**src/rtl/sqrt_rr_arbiter_pkg.sv**
```systemverilog
// Shared types and default sizing for the round-robin square-root arbiter.
// Operands are ufix15_En8 and results are ufix15_En11.
package sqrt_arb_pkg;

  localparam int N_REQ      = 4;
  localparam int DW         = 15;
  localparam int SQ_LAT     = 2;
  localparam int FIFO_DEPTH = 4;
  localparam int IN_FRAC    = 8;
  localparam int OUT_FRAC   = 11;
  // Tags are stored at the width of the largest supported requester count (8).
  localparam int TAG_MAX_W  = 3;

  typedef logic [TAG_MAX_W-1:0] tag_t;

  typedef struct packed {
    logic [DW-1:0] data;
    tag_t          tag;
  } rsp_t;

  function automatic logic [15:0] sat_inc16(input logic [15:0] v);
    return (v == 16'hFFFF) ? v : v + 16'd1;
  endfunction

endpackage

```
**src/rtl/sqrt_rr_arbiter_if.sv**
```systemverilog
// Requester, datapath and response signals of the square-root arbiter.
// slave is the arbiter side, master is the requester/datapath/consumer side.
interface sqrt_rr_arbiter_if #(
  parameter int N_REQ = 4,
  parameter int DW    = 15,
  parameter int TAG_W = 2
);
  logic [N_REQ-1:0]    req_valid;
  logic [N_REQ*DW-1:0] req_data;
  logic [N_REQ-1:0]    req_ready;
  logic [DW-1:0]       sq_in;
  logic [DW-1:0]       sq_out;
  logic                rsp_valid;
  logic                rsp_ready;
  logic [DW-1:0]       rsp_data;
  logic [TAG_W-1:0]    rsp_tag;

  modport master (
    output req_valid, req_data, sq_out, rsp_ready,
    input  req_ready, sq_in, rsp_valid, rsp_data, rsp_tag
  );

  modport slave (
    input  req_valid, req_data, sq_out, rsp_ready,
    output req_ready, sq_in, rsp_valid, rsp_data, rsp_tag
  );
endinterface

```
**src/rtl/sqrt_rr_arbiter_rsp_fifo.sv**
```systemverilog
// Synchronous response FIFO of rsp_t with occupancy count.
// A push into a full FIFO is accepted when a pop happens in the same cycle.
module sqrt_arb_rsp_fifo import sqrt_arb_pkg::*; #(
  parameter int DEPTH = FIFO_DEPTH,
  parameter int CW    = $clog2(DEPTH + 1)
) (
  input  logic          clk,
  input  logic          reset,
  input  logic          push,
  input  rsp_t          push_data,
  input  logic          pop,
  output rsp_t          head,
  output logic          full,
  output logic          empty,
  output logic [CW-1:0] count
);
  localparam int AW = (DEPTH > 1) ? $clog2(DEPTH) : 1;

  rsp_t          mem_q [DEPTH];
  rsp_t          mem_d [DEPTH];
  logic [AW-1:0] wr_q, wr_d, rd_q, rd_d;
  logic [CW-1:0] cnt_q, cnt_d;
  logic          do_push_s, do_pop_s;

  function automatic logic [AW-1:0] ptr_inc(input logic [AW-1:0] p);
    return (p == AW'(DEPTH - 1)) ? '0 : p + AW'(1);
  endfunction

  // Next-state for storage, pointers and count.
  always_comb begin
    do_pop_s  = pop && (cnt_q != '0);
    do_push_s = push && ((cnt_q != CW'(DEPTH)) || do_pop_s);
    mem_d     = mem_q;
    if (do_push_s) begin
      mem_d[wr_q] = push_data;
      wr_d        = ptr_inc(wr_q);
    end else begin
      wr_d = wr_q;
    end
    if (do_pop_s) begin
      rd_d = ptr_inc(rd_q);
    end else begin
      rd_d = rd_q;
    end
    case ({do_push_s, do_pop_s})
      2'b10:   cnt_d = cnt_q + CW'(1);
      2'b01:   cnt_d = cnt_q - CW'(1);
      default: cnt_d = cnt_q;
    endcase
  end

  // State registers.
  always_ff @(posedge clk or posedge reset) begin
    if (reset) begin
      for (int i = 0; i < DEPTH; i++) mem_q[i] <= '0;
      wr_q  <= '0;
      rd_q  <= '0;
      cnt_q <= '0;
    end else begin
      mem_q <= mem_d;
      wr_q  <= wr_d;
      rd_q  <= rd_d;
      cnt_q <= cnt_d;
    end
  end

  assign head  = mem_q[rd_q];
  assign full  = (cnt_q == CW'(DEPTH));
  assign empty = (cnt_q == '0);
  assign count = cnt_q;
endmodule

```
**src/rtl/sqrt_rr_arbiter.sv**
```systemverilog
// Round-robin, credit-limited sharing of one fixed-latency sqrt datapath.
// Optional per-requester grant counters: define SQRT_ARB_STATS_EN.
module sqrt_rr_arbiter #(
  parameter int N_REQ      = sqrt_arb_pkg::N_REQ,
  parameter int DW         = sqrt_arb_pkg::DW,
  parameter int SQ_LAT     = sqrt_arb_pkg::SQ_LAT,
  parameter int FIFO_DEPTH = sqrt_arb_pkg::FIFO_DEPTH,
  parameter int TAG_W      = $clog2(N_REQ)
) (
  input  logic               clk,
  input  logic               reset,
  sqrt_rr_arbiter_if.slave   bus
`ifdef SQRT_ARB_STATS_EN
  ,
  output logic [N_REQ*16-1:0] stat_grants
`endif
);
  import sqrt_arb_pkg::*;

  localparam int CW = $clog2(FIFO_DEPTH + 1);

  logic [TAG_W-1:0]  ptr_q, ptr_d;
  logic [SQ_LAT-1:0] vld_q, vld_d;
  logic [TAG_W-1:0]  tag_q [SQ_LAT];
  logic [TAG_W-1:0]  tag_d [SQ_LAT];
  logic [N_REQ-1:0]  grant_s;
  logic              grant_any_s;
  logic [TAG_W-1:0]  grant_idx_s;
  logic [DW-1:0]     sq_in_s;
  logic              issue_ok_s;
  logic [CW-1:0]     fifo_cnt_s;
  logic              fifo_full_s, fifo_empty_s, pop_s;
  rsp_t              push_data_s, head_s;

  // Credit: in-flight results plus buffered results must stay below the FIFO depth.
  always_comb begin
    int unsigned used;
    used = 0;
    for (int s = 0; s < SQ_LAT; s++) used = used + 32'(vld_q[s]);
    used       = used + 32'(fifo_cnt_s);
    issue_ok_s = !fifo_full_s && (used < 32'(FIFO_DEPTH));
  end

  // Round-robin search starting one past the last granted requester.
  always_comb begin
    int idx;
    grant_any_s = 1'b0;
    grant_idx_s = '0;
    idx         = 0;
    if (issue_ok_s) begin
      for (int k = 1; k <= N_REQ; k++) begin
        idx = int'(ptr_q) + k;
        if (idx >= N_REQ) idx = idx - N_REQ;
        if (!grant_any_s && bus.req_valid[idx]) begin
          grant_any_s = 1'b1;
          grant_idx_s = TAG_W'(idx);
        end
      end
    end else begin
      grant_any_s = 1'b0;
    end
    grant_s = grant_any_s ? (N_REQ'(1) << grant_idx_s) : '0;
    sq_in_s = grant_any_s ? bus.req_data[grant_idx_s*DW +: DW] : '0;
  end

  // Pointer and valid/tag tracking pipeline next-state.
  always_comb begin
    ptr_d    = grant_any_s ? grant_idx_s : ptr_q;
    vld_d    = '0;
    tag_d    = '{default: '0};
    vld_d[0] = grant_any_s;
    tag_d[0] = grant_idx_s;
    for (int s = 1; s < SQ_LAT; s++) begin
      vld_d[s] = vld_q[s-1];
      tag_d[s] = tag_q[s-1];
    end
  end

  // Arbitration state registers.
  always_ff @(posedge clk or posedge reset) begin
    if (reset) begin
      ptr_q <= TAG_W'(N_REQ - 1);
      vld_q <= '0;
      for (int s = 0; s < SQ_LAT; s++) tag_q[s] <= '0;
    end else begin
      ptr_q <= ptr_d;
      vld_q <= vld_d;
      tag_q <= tag_d;
    end
  end

  assign push_data_s.data = bus.sq_out;
  assign push_data_s.tag  = tag_t'(tag_q[SQ_LAT-1]);
  assign pop_s            = bus.rsp_ready && !fifo_empty_s;

  sqrt_arb_rsp_fifo #(.DEPTH(FIFO_DEPTH), .CW(CW)) u_rsp_fifo (
    .clk       (clk),
    .reset     (reset),
    .push      (vld_q[SQ_LAT-1]),
    .push_data (push_data_s),
    .pop       (pop_s),
    .head      (head_s),
    .full      (fifo_full_s),
    .empty     (fifo_empty_s),
    .count     (fifo_cnt_s)
  );

  assign bus.req_ready = grant_s;
  assign bus.sq_in     = sq_in_s;
  assign bus.rsp_valid = !fifo_empty_s;
  assign bus.rsp_data  = head_s.data;
  assign bus.rsp_tag   = TAG_W'(head_s.tag);

`ifdef SQRT_ARB_STATS_EN
  logic [15:0] stat_q [N_REQ];
  logic [15:0] stat_d [N_REQ];

  // Saturating grant counters and their packed view.
  always_comb begin
    stat_grants = '0;
    for (int i = 0; i < N_REQ; i++) begin
      if (grant_s[i]) begin
        stat_d[i] = sat_inc16(stat_q[i]);
      end else begin
        stat_d[i] = stat_q[i];
      end
      stat_grants[i*16 +: 16] = stat_q[i];
    end
  end

  // Grant counter registers.
  always_ff @(posedge clk or posedge reset) begin
    if (reset) begin
      for (int i = 0; i < N_REQ; i++) stat_q[i] <= '0;
    end else begin
      stat_q <= stat_d;
    end
  end
`endif
endmodule

```
**src/flat_wrapper.sv**
```systemverilog
// flat-port wrapper written by rule: the top's interface ports become plain ports
module sqrt_rr_arbiter_flat import sqrt_arb_pkg::*;
#(
  parameter int N_REQ      = sqrt_arb_pkg::N_REQ,
  parameter int DW         = sqrt_arb_pkg::DW,
  parameter int SQ_LAT     = sqrt_arb_pkg::SQ_LAT,
  parameter int FIFO_DEPTH = sqrt_arb_pkg::FIFO_DEPTH,
  parameter int TAG_W      = $clog2(N_REQ)
)
  (clk, reset, bus_req_valid, bus_req_data, bus_sq_out, bus_rsp_ready, bus_req_ready, bus_sq_in, bus_rsp_valid, bus_rsp_data, bus_rsp_tag);
  sqrt_rr_arbiter_if #(.N_REQ(N_REQ), .DW(DW), .TAG_W(TAG_W)) bus_i ();
  input  logic clk;
  input  logic reset;
  input wire logic [$bits(bus_i.req_valid)-1:0] bus_req_valid;
  input wire logic [$bits(bus_i.req_data)-1:0] bus_req_data;
  input wire logic [$bits(bus_i.sq_out)-1:0] bus_sq_out;
  input wire logic [$bits(bus_i.rsp_ready)-1:0] bus_rsp_ready;
  output wire logic [$bits(bus_i.req_ready)-1:0] bus_req_ready;
  output wire logic [$bits(bus_i.sq_in)-1:0] bus_sq_in;
  output wire logic [$bits(bus_i.rsp_valid)-1:0] bus_rsp_valid;
  output wire logic [$bits(bus_i.rsp_data)-1:0] bus_rsp_data;
  output wire logic [$bits(bus_i.rsp_tag)-1:0] bus_rsp_tag;
  assign bus_i.req_valid = bus_req_valid;
  assign bus_i.req_data = bus_req_data;
  assign bus_i.sq_out = bus_sq_out;
  assign bus_i.rsp_ready = bus_rsp_ready;
  assign bus_req_ready = bus_i.req_ready;
  assign bus_sq_in = bus_i.sq_in;
  assign bus_rsp_valid = bus_i.rsp_valid;
  assign bus_rsp_data = bus_i.rsp_data;
  assign bus_rsp_tag = bus_i.rsp_tag;
  sqrt_rr_arbiter #(.N_REQ(N_REQ), .DW(DW), .SQ_LAT(SQ_LAT), .FIFO_DEPTH(FIFO_DEPTH), .TAG_W(TAG_W)) u_core (.clk(clk), .reset(reset), .bus(bus_i));
endmodule
```
**config.mk**
```make
export PLATFORM = sky130hd
export DESIGN_NAME = sqrt_rr_arbiter_flat
export DESIGN_NICKNAME = d
export VERILOG_FILES = /design/src/rtl/sqrt_rr_arbiter_pkg.sv /design/src/rtl/sqrt_rr_arbiter_if.sv /design/src/rtl/sqrt_rr_arbiter_rsp_fifo.sv /design/src/rtl/sqrt_rr_arbiter.sv /design/src/flat_wrapper.sv
export SDC_FILE = /design/constraint.sdc
export NUM_CORES = 1
export LEC_CHECK = 0
export ABC_CLOCK_PERIOD_IN_PS = 3000
export CORE_ASPECT_RATIO = 0.7
export CORE_UTILIZATION = 44
export DETAILED_ROUTE_END_ITERATION = 12
export GPL_TIMING_DRIVEN = 0
export PLACE_DENSITY = 0.83
export SLEW_MARGIN = 20
export SYNTH_ARGS = -nofsm -noshare
export SYNTH_HDL_FRONTEND = slang
export SYNTH_SLANG_ARGS = --single-unit
```
**constraint.sdc**
```tcl
create_clock -name clk -period 3 [get_ports clk]
set_input_delay 0.9 -clock clk [delete_from_list [all_inputs] [get_ports clk]]
set_output_delay 0.9 -clock clk [all_outputs]
set_load 0.01 [all_outputs]
```
==> results of run 1 <==
[state kept, by name (all words and copies together) (netlist names)]
register	cells
u_core.u_rsp_fifo.mem_q	68
u_core.u_rsp_fifo.count	3
u_core.ptr_q	2
u_core.push_data_s	2
u_core.tag_d	2
u_core.u_rsp_fifo.rd_q	2
u_core.u_rsp_fifo.wr_q	2
u_core.vld_q	2
[layout by cell type, fill, tap and decap left out, types with 3 or more instances in the layout]
cell	count
inv_1	7
nand2_1	15
clkbuf_16	9
dfrtp_1	81
mux2_2	69
nand2_4	5
mux2i_1	14
clkdlybuf4s50_1	87
nand3_1	8
o211ai_2	4
buf_8	4
o21ai_0	4
a21o_1	6
a31oi_1	5
buf_4	14
o22ai_2	4
mux2i_2	3
buf_2	19
clkbuf_1	5
nor2_1	5
o22ai_1	3
ha_1	5
a211oi_1	10
buf_6	18
nor3_1	3
mux4_2	17
buf_12	10
dlygate4sd2_1	7
[power by group]
group          switching (µW)  internal, µW
logic                    1930          2430
clock network             429           752
registers                 377          1700
total                    2730          4880
[critical path, stage by stage]
cell      delay (ns)
buf_12          0.11
and3b_2         0.21
o31a_1          0.31
buf_6           0.14
nor2_4          0.18
buf_6           0.13
o211ai_2        0.08
a31oi_1         0.15
buf_2           0.16
[metrics by stage]
stage                     worst slack, ns  cells  total power, µW
after floorplan                    0.0860    333             4310
after global placement              -1.14    578             5550
after detailed placement            -1.17    580             5740
after CTS                          -0.253    614             7220
after global routing               -0.325    623             7980
final                              -0.279    623             7610
[worst paths after layout]
kind | from | slack [ns] | depth (start not counted) | end
min in group asynchronous | reset | 0.98 | 2 | u_core.u_rsp_fifo.mem_q[25]
max in group asynchronous | reset | 1.45 | 3 | u_core.ptr_q[1]
min | u_core.tag_d[0] | 0.40 | 0 | u_core.push_data_s[0]
max reg2reg | u_core.vld_q[1] | 0.83 | 9 | u_core.u_rsp_fifo.count[2]
max | bus_req_valid[3] | -0.28 | 9 | bus_sq_in[11]
min reg2reg | u_core.tag_d[0] | 0.40 | 0 | u_core.push_data_s[0]
[routing by layer]
layer	up-vias	part of all wire
met2	117	0.50
met5	-	0
met1	1819	0.42
met4	0	0.033
li1	1572	-
met3	37	0.045
[final cells by class]
class                      count  share of cell area
buffer                        17              0.0305
sequential                    83               0.313
timing repair buffer         147               0.220
clock inverter                 3             0.00978
clock buffer                  13              0.0376
multi-input combinational    221               0.358
tap                          128              0.0241
inverter                      11             0.00715
[timing repair]
item	in CTS	in global routing
resized for setup	150	34
setup buffers	17	9
endpoints found under the setup margin	36	21
gates cloned	2	0
pin swaps	27	12
[kinds of logic after synthesis]
group,synth area share
compound gates,0.0901
xor+xnor,0.00393
fa+ha+maj,0.0241
buf+inv,0.0452
flops,0.467
mux,0.303
simple gates,0.0668
==> summary.txt, run 1 <==
Run status
  – Status: finished, violations left
  – Violated checks: setup timing

Detailed routing
  – DR pass1 iterations: 4
  – Initial DRC Count: 210
  – ANT nets after route: 0
  – Detailed Route WL: 13200 µm
  – Vias per cell: ~5.7
  – Average wire per standard cell: ~21 µm
  – Vias: about 3500
  – DRC: 0

Global route
  – Initial antenna violation count: 0
  – Global-route wire length before repair: between 15000 and 20000 µm
  – M2 GR Usage: 0.391
  – GRT met3 Usage: 0.0487
  – Total global routing overflow: 0
  – Vias in the first global route: between 3000 and 4000
  – Largest net degree at the start of global routing: 34
  – GR peak layer: met2
  – GRT Total Usage: 0.247
  – Met1 track demand over resource: 0.334

Timing
  – Setup TNS: -3.20 ns
  – Final Hold Vio Count: 0
  – Hold WS: between 0.4 and 0.5 ns
  – Fin worst setup slack: -0.279 ns
  – Fin crit period: around 3.3 ns
  – Worst-Margin Slew: slightly below 0.6 ns
  – Max Freq: a little over 300 MHz
  – Final setup fails: 18
  – RSZ-0062 raised after global routing: yes
  – Pins Over Slew Limit: 0
  – Final Skew: about 0.008 ns
  – Slew margin rel.: 0.612
  – Tcrit/Tclk final: 1.09

Floorplan
  – Initial Utilization: 0.457
  – Core area: 9760 µm²
  – Die Area: between 10000 and 15000 µm²
  – I/O pins: approximately 120
  – Die width: around 120 µm
  – Row count: 30
  – Die height: between 80 and 90 µm

Synth
  – Synthesized netlist cell count: between 300 and 400
  – Count leader, synth: dfrtp_1
  – Sequential area share after synthesis: 0.467
  – Synthesized area: 4460 µm²
  – Synth cell count leaders: dfrtp_1 (81), mux2_2 (69), mux2i_1 (19)
  – Top cells by area, synth: dfrtp_1 (45%), mux2_2 (17%), mux4_2 (8.6%)
  – FF+latch count, synth: 83
  – Mapped Avg Cell Area: between 10 and 15 µm²
  – Post-synth EDFFs: 0
  – Syn nets: around 420
  – Post-synth cell types: 47
  – Ys async rst share: 1.00
  – Area share of the largest cell type after synthesis: 0.455
  – Yosys top cell by area: dfrtp_1
  – Top FF cell, synth: dfrtp_1
  – Yosys Warn Count: 0

Flow run
  – Maxcap violations: 0

Pwr
  – Max IR drop VDD: 445 µV
  – Pwr Density: approximately 1100 nW/µm²
  – Leakage: approximately 0.0029 µW

Finish
  – Fillers: between 600 and 700
  – Share of cells above drive strength 1: 0.436
  – Area growth syn-to-layout: 49.3%
  – Multi-input gate area: roughly 2400 µm²
  – # nets final: between 500 and 600
  – # diodes: 0
  – Register area: roughly 2100 µm²
  – Final Instance Area: about 6700 µm²
  – Fin util: 0.681

CTS
  – CTS tree: yes
  – Hold Buf Count CTS: 0
  – Root Buffer: clkbuf_16
  – Clock latency on the worst-skew pair: around 0.34 ns
  – H-tree depth: 3
  – Reg clk slew, reported paths: about 0.06 ns
  – Clock Sink Count: between 80 and 90
  – CTS max path bufs: 2
  – TritonCTS Buffers: 9

Worst setup path
  – Crit path DAT: 2.38 ns
  – Worst setup SP type: input port
  – Endpoint type of the worst setup path: output port
  – Crit-path max FO: 5
  – Crit Path Category: in2out
  – Required time of the critical path: 2.10 ns

Place
  – RD Place Congestion: 0.785
  – HPWL after DPL: slightly above 8000 µm
  – Port bufs: 117
  – Area after DPL: between 5000 and 6000 µm²

Min path
  – Hold crit path type: reg2reg
Note: power is estimated with default switching activity, not from simulation.
==> inputs of run 2 (changes only) <==
==> constraint.sdc (replaced) <==
create_clock -name clk -period 3 [get_ports clk]
set_input_delay 0.9 -clock clk [delete_from_list [all_inputs] [get_ports clk]]
set_output_delay 0.9 -clock clk [all_outputs]
set_load 0.05 [all_outputs]
==> summary.txt, run 2 (synthesis results as in run 1) <==
Finish
  – Cell Count, Final, Fillers Out: slightly above 600
  – Most common cell after layout, fill and taps aside: dfrtp_1
  – Max FFs per register: 68
  – Area growth syn-to-layout: 58.2%
  – Most frequent cells in the layout: dfrtp_1 (81), clkdlybuf4s50_1 (77), mux2_2 (69)
  – # nets final: 576
  – Largest Register: u_core.u_rsp_fifo.mem_q
  – Fillers: a little under 600
  – # diodes: 0
  – Final Instance Area: between 7000 and 8000 µm²
  – Share of cells above drive strength 1: 0.516

Min path
  – Hold path depth: 0
  – Hold EP: u_core.push_data_s[1]
  – Hold crit path type: reg2reg
  – HP Start: u_core.tag_d[1]

Global route
  – Largest net degree at the start of global routing: 36
  – Total global routing overflow: 0
  – Vias in the first global route: between 3000 and 4000
  – Global-route wire length before repair: just under 20000 µm
  – Initial antenna violation count: 0
  – GRT Total Usage: 0.249

Timing
  – Fin worst setup slack: -0.335 ns
  – Max Freq: roughly 300 MHz
  – Fin crit period: around 3.3 ns
  – Final Hold Vio Count: 0
  – Final setup fails: 19
  – RSZ-0062 raised after global routing: yes
  – Tcrit/Tclk final: 1.11
  – Slew margin rel.: 0.640
  – Pins Over Slew Limit: 0
  – Worst-Margin Slew: 0.538 ns
  – Final Skew: between 0.007 and 0.008 ns
  – Setup TNS: -4.79 ns

Pwr
  – Cell internal pwr: about 5000 µW
  – Leakage: 0.00290 µW
  – Power share of the combinational group: 0.663
  – Clock Power Share: 0.116
  – Max IR drop VDD: 731 µV
  – Pwr Density: between 1000 and 1500 nW/µm²
  – Switching share of total power: 0.450
  – Sequential share of power: 0.222
  – Net Sw Power: 4150 µW

Floorplan
  – I/O pins: 119
  – Initial Utilization: 0.457
  – Core area: 9760 µm²
  – Die height: roughly 86 µm
  – Die Area: about 11000 µm²
  – Die width: 122 µm
  – Row count: 30

Worst setup path
  – Crit-path max FO: 5
  – Max incr delay on CP: approximately 0.6 ns
  – FF-to-FF Start: u_core.vld_q[1]
  – Setup crit start: u_core.ptr_q[1]
  – Crit path DAT: roughly 2.4 ns
  – Worst setup SP type: flop
  – Crit Path Category: reg2out
  – Critical Path Most Common Cell: buf_6
  – Slowest library cell on the worst path: dfstp_2
  – Terminus of the critical flop-to-flop path: u_core.u_rsp_fifo.count[2]
  – Endpoint type of the worst setup path: output port
  – Cells along the critical path: mux2i_4 -> o22ai_4 -> a21o_4 -> buf_12 -> buf_6 -> mux2i_2 -> a211oi_4 -> buf_6
  – R2R setup slack: 0.78 ns
  – Required time of the critical path: 2.10 ns
  – Worst reg-to-reg path cell count: 9

Place
  – Port bufs: ~120
  – HPWL after DPL: approximately 7700 µm
  – Dpl cells: just under 600
  – RD Place Congestion: 0.762
  – Area after DPL: ~6000 µm²
  – DP Worst Slack: -1.36 ns

Detailed routing
  – DR pass1 iterations: 5
  – Vias: ~3500
  – ANT nets after route: 0
  – Initial DRC Count: ~150
  – DRC: 0
  – Detailed Route WL: between 10000 and 15000 µm
  – Average wire per standard cell: about 21 µm
  – Vias per cell: roughly 5.7

CTS
  – Clock Sink Count: 83
  – Root Buffer: clkbuf_16
  – TritonCTS Buffers: 9
  – H-tree depth: 3
  – Reg clk slew, reported paths: 0.06 ns
  – CTS tree: yes
  – CTS max path bufs: 2
  – Clock latency on the worst-skew pair: ~0.34 ns

Run status
  – Status: finished, violations left
  – Violated checks: setup timing

Flow run
  – Maxcap violations: 0
run 2: changes by cell type in the layout (fill, tap and decap cells not counted), moves of 5 or more:
cell / delta
buf_2: -19
mux2i_1: -14
buf_6: +12
clkdlybuf4s50_1: -10
a211oi_1: -8
mux2i_4: +8
clkdlybuf4s15_2: +7
o22ai_4: +7
mux2i_2: +6
a211oi_4: +5
run 2: worst max path at each step:
| stage | to | slack, ns | depth (start not counted) |
|---|---|---|---|
| after detailed placement | bus_sq_in[3] | -1.36 | 7 |
| final | bus_sq_in[7] | -0.33 | 8 |
| after global routing | bus_sq_in[9] | -0.38 | 8 |
| after floorplan | bus_sq_in[13] | -0.12 | 6 |
| after CTS | bus_sq_in[9] | -0.26 | 9 |
| after global placement | bus_sq_in[11] | -1.35 | 7 |
run 2: final cells by class:
class	instances	area, µm²	area share
clock inverter	5	55.1	0.00781
inverter	11	47.5	0.00674
sequential	83	2080	0.295
clock buffer	10	229	0.0325
buffer	18	204	0.0289
multi-input combinational	221	2760	0.392
timing repair buffer	142	1510	0.214
tap	128	160	0.0227
run 2: worst max-delay path: cells and delay by family, from the launching register on:
kind	cells	cell delay (ns)
flip-flops	1	0.60
AO/OA/AOI/OAI	3	0.57
buffers and inverters	3	0.46
multiplexers	2	0.46
run 2: power by group through the flow:
| stage | sequential (µW) | clock (µW) | combinational (µW) |
|---|---|---|---|
| after floorplan | 1920 | 0 | 4080 |
| final | 2050 | 1070 | 6120 |
| after global routing | 2110 | 1130 | 6410 |
| after detailed placement | 2030 | 0 | 5360 |
| after CTS | 2020 | 1080 | 5930 |
| after global placement | 1980 | 0 | 5250 |
run 2: stage by stage:
step	power (µW)	hold slack, ns	utilization
2_1_floorplan	6000	0.331	-
3_3_place_gp	7230	0.333	0.624
3_5_place_dp	7390	0.337	0.628
4_1_cts	9030	0.354	0.714
5_1_grt	9650	0.363	0.722
6_report	9230	0.353	0.722
run 2: layer usage:
layer / global-route usage / routed length (µm) / vias to the layer above
met5: 0 / 0 / -
met4: 0.108 / 377 / 0
met3: 0.0566 / 598 / 32
met2: 0.401 / 6500 / 121
met1: 0.324 / 5410 / 1803
li1: - / - / 1550
run 2: repair_timing:
| action | in CTS | in global routing |
|---|---|---|
| gates resized for setup | 259 | 14 |
| endpoints found under the setup margin | 36 | 22 |
| hold endpoints to repair | 0 | 0 |
| gates cloned | 3 | 0 |
| buffers inserted | 16 | 5 |
| pin swaps | 27 | 10 |
| hold buffers | 0 | 0 |
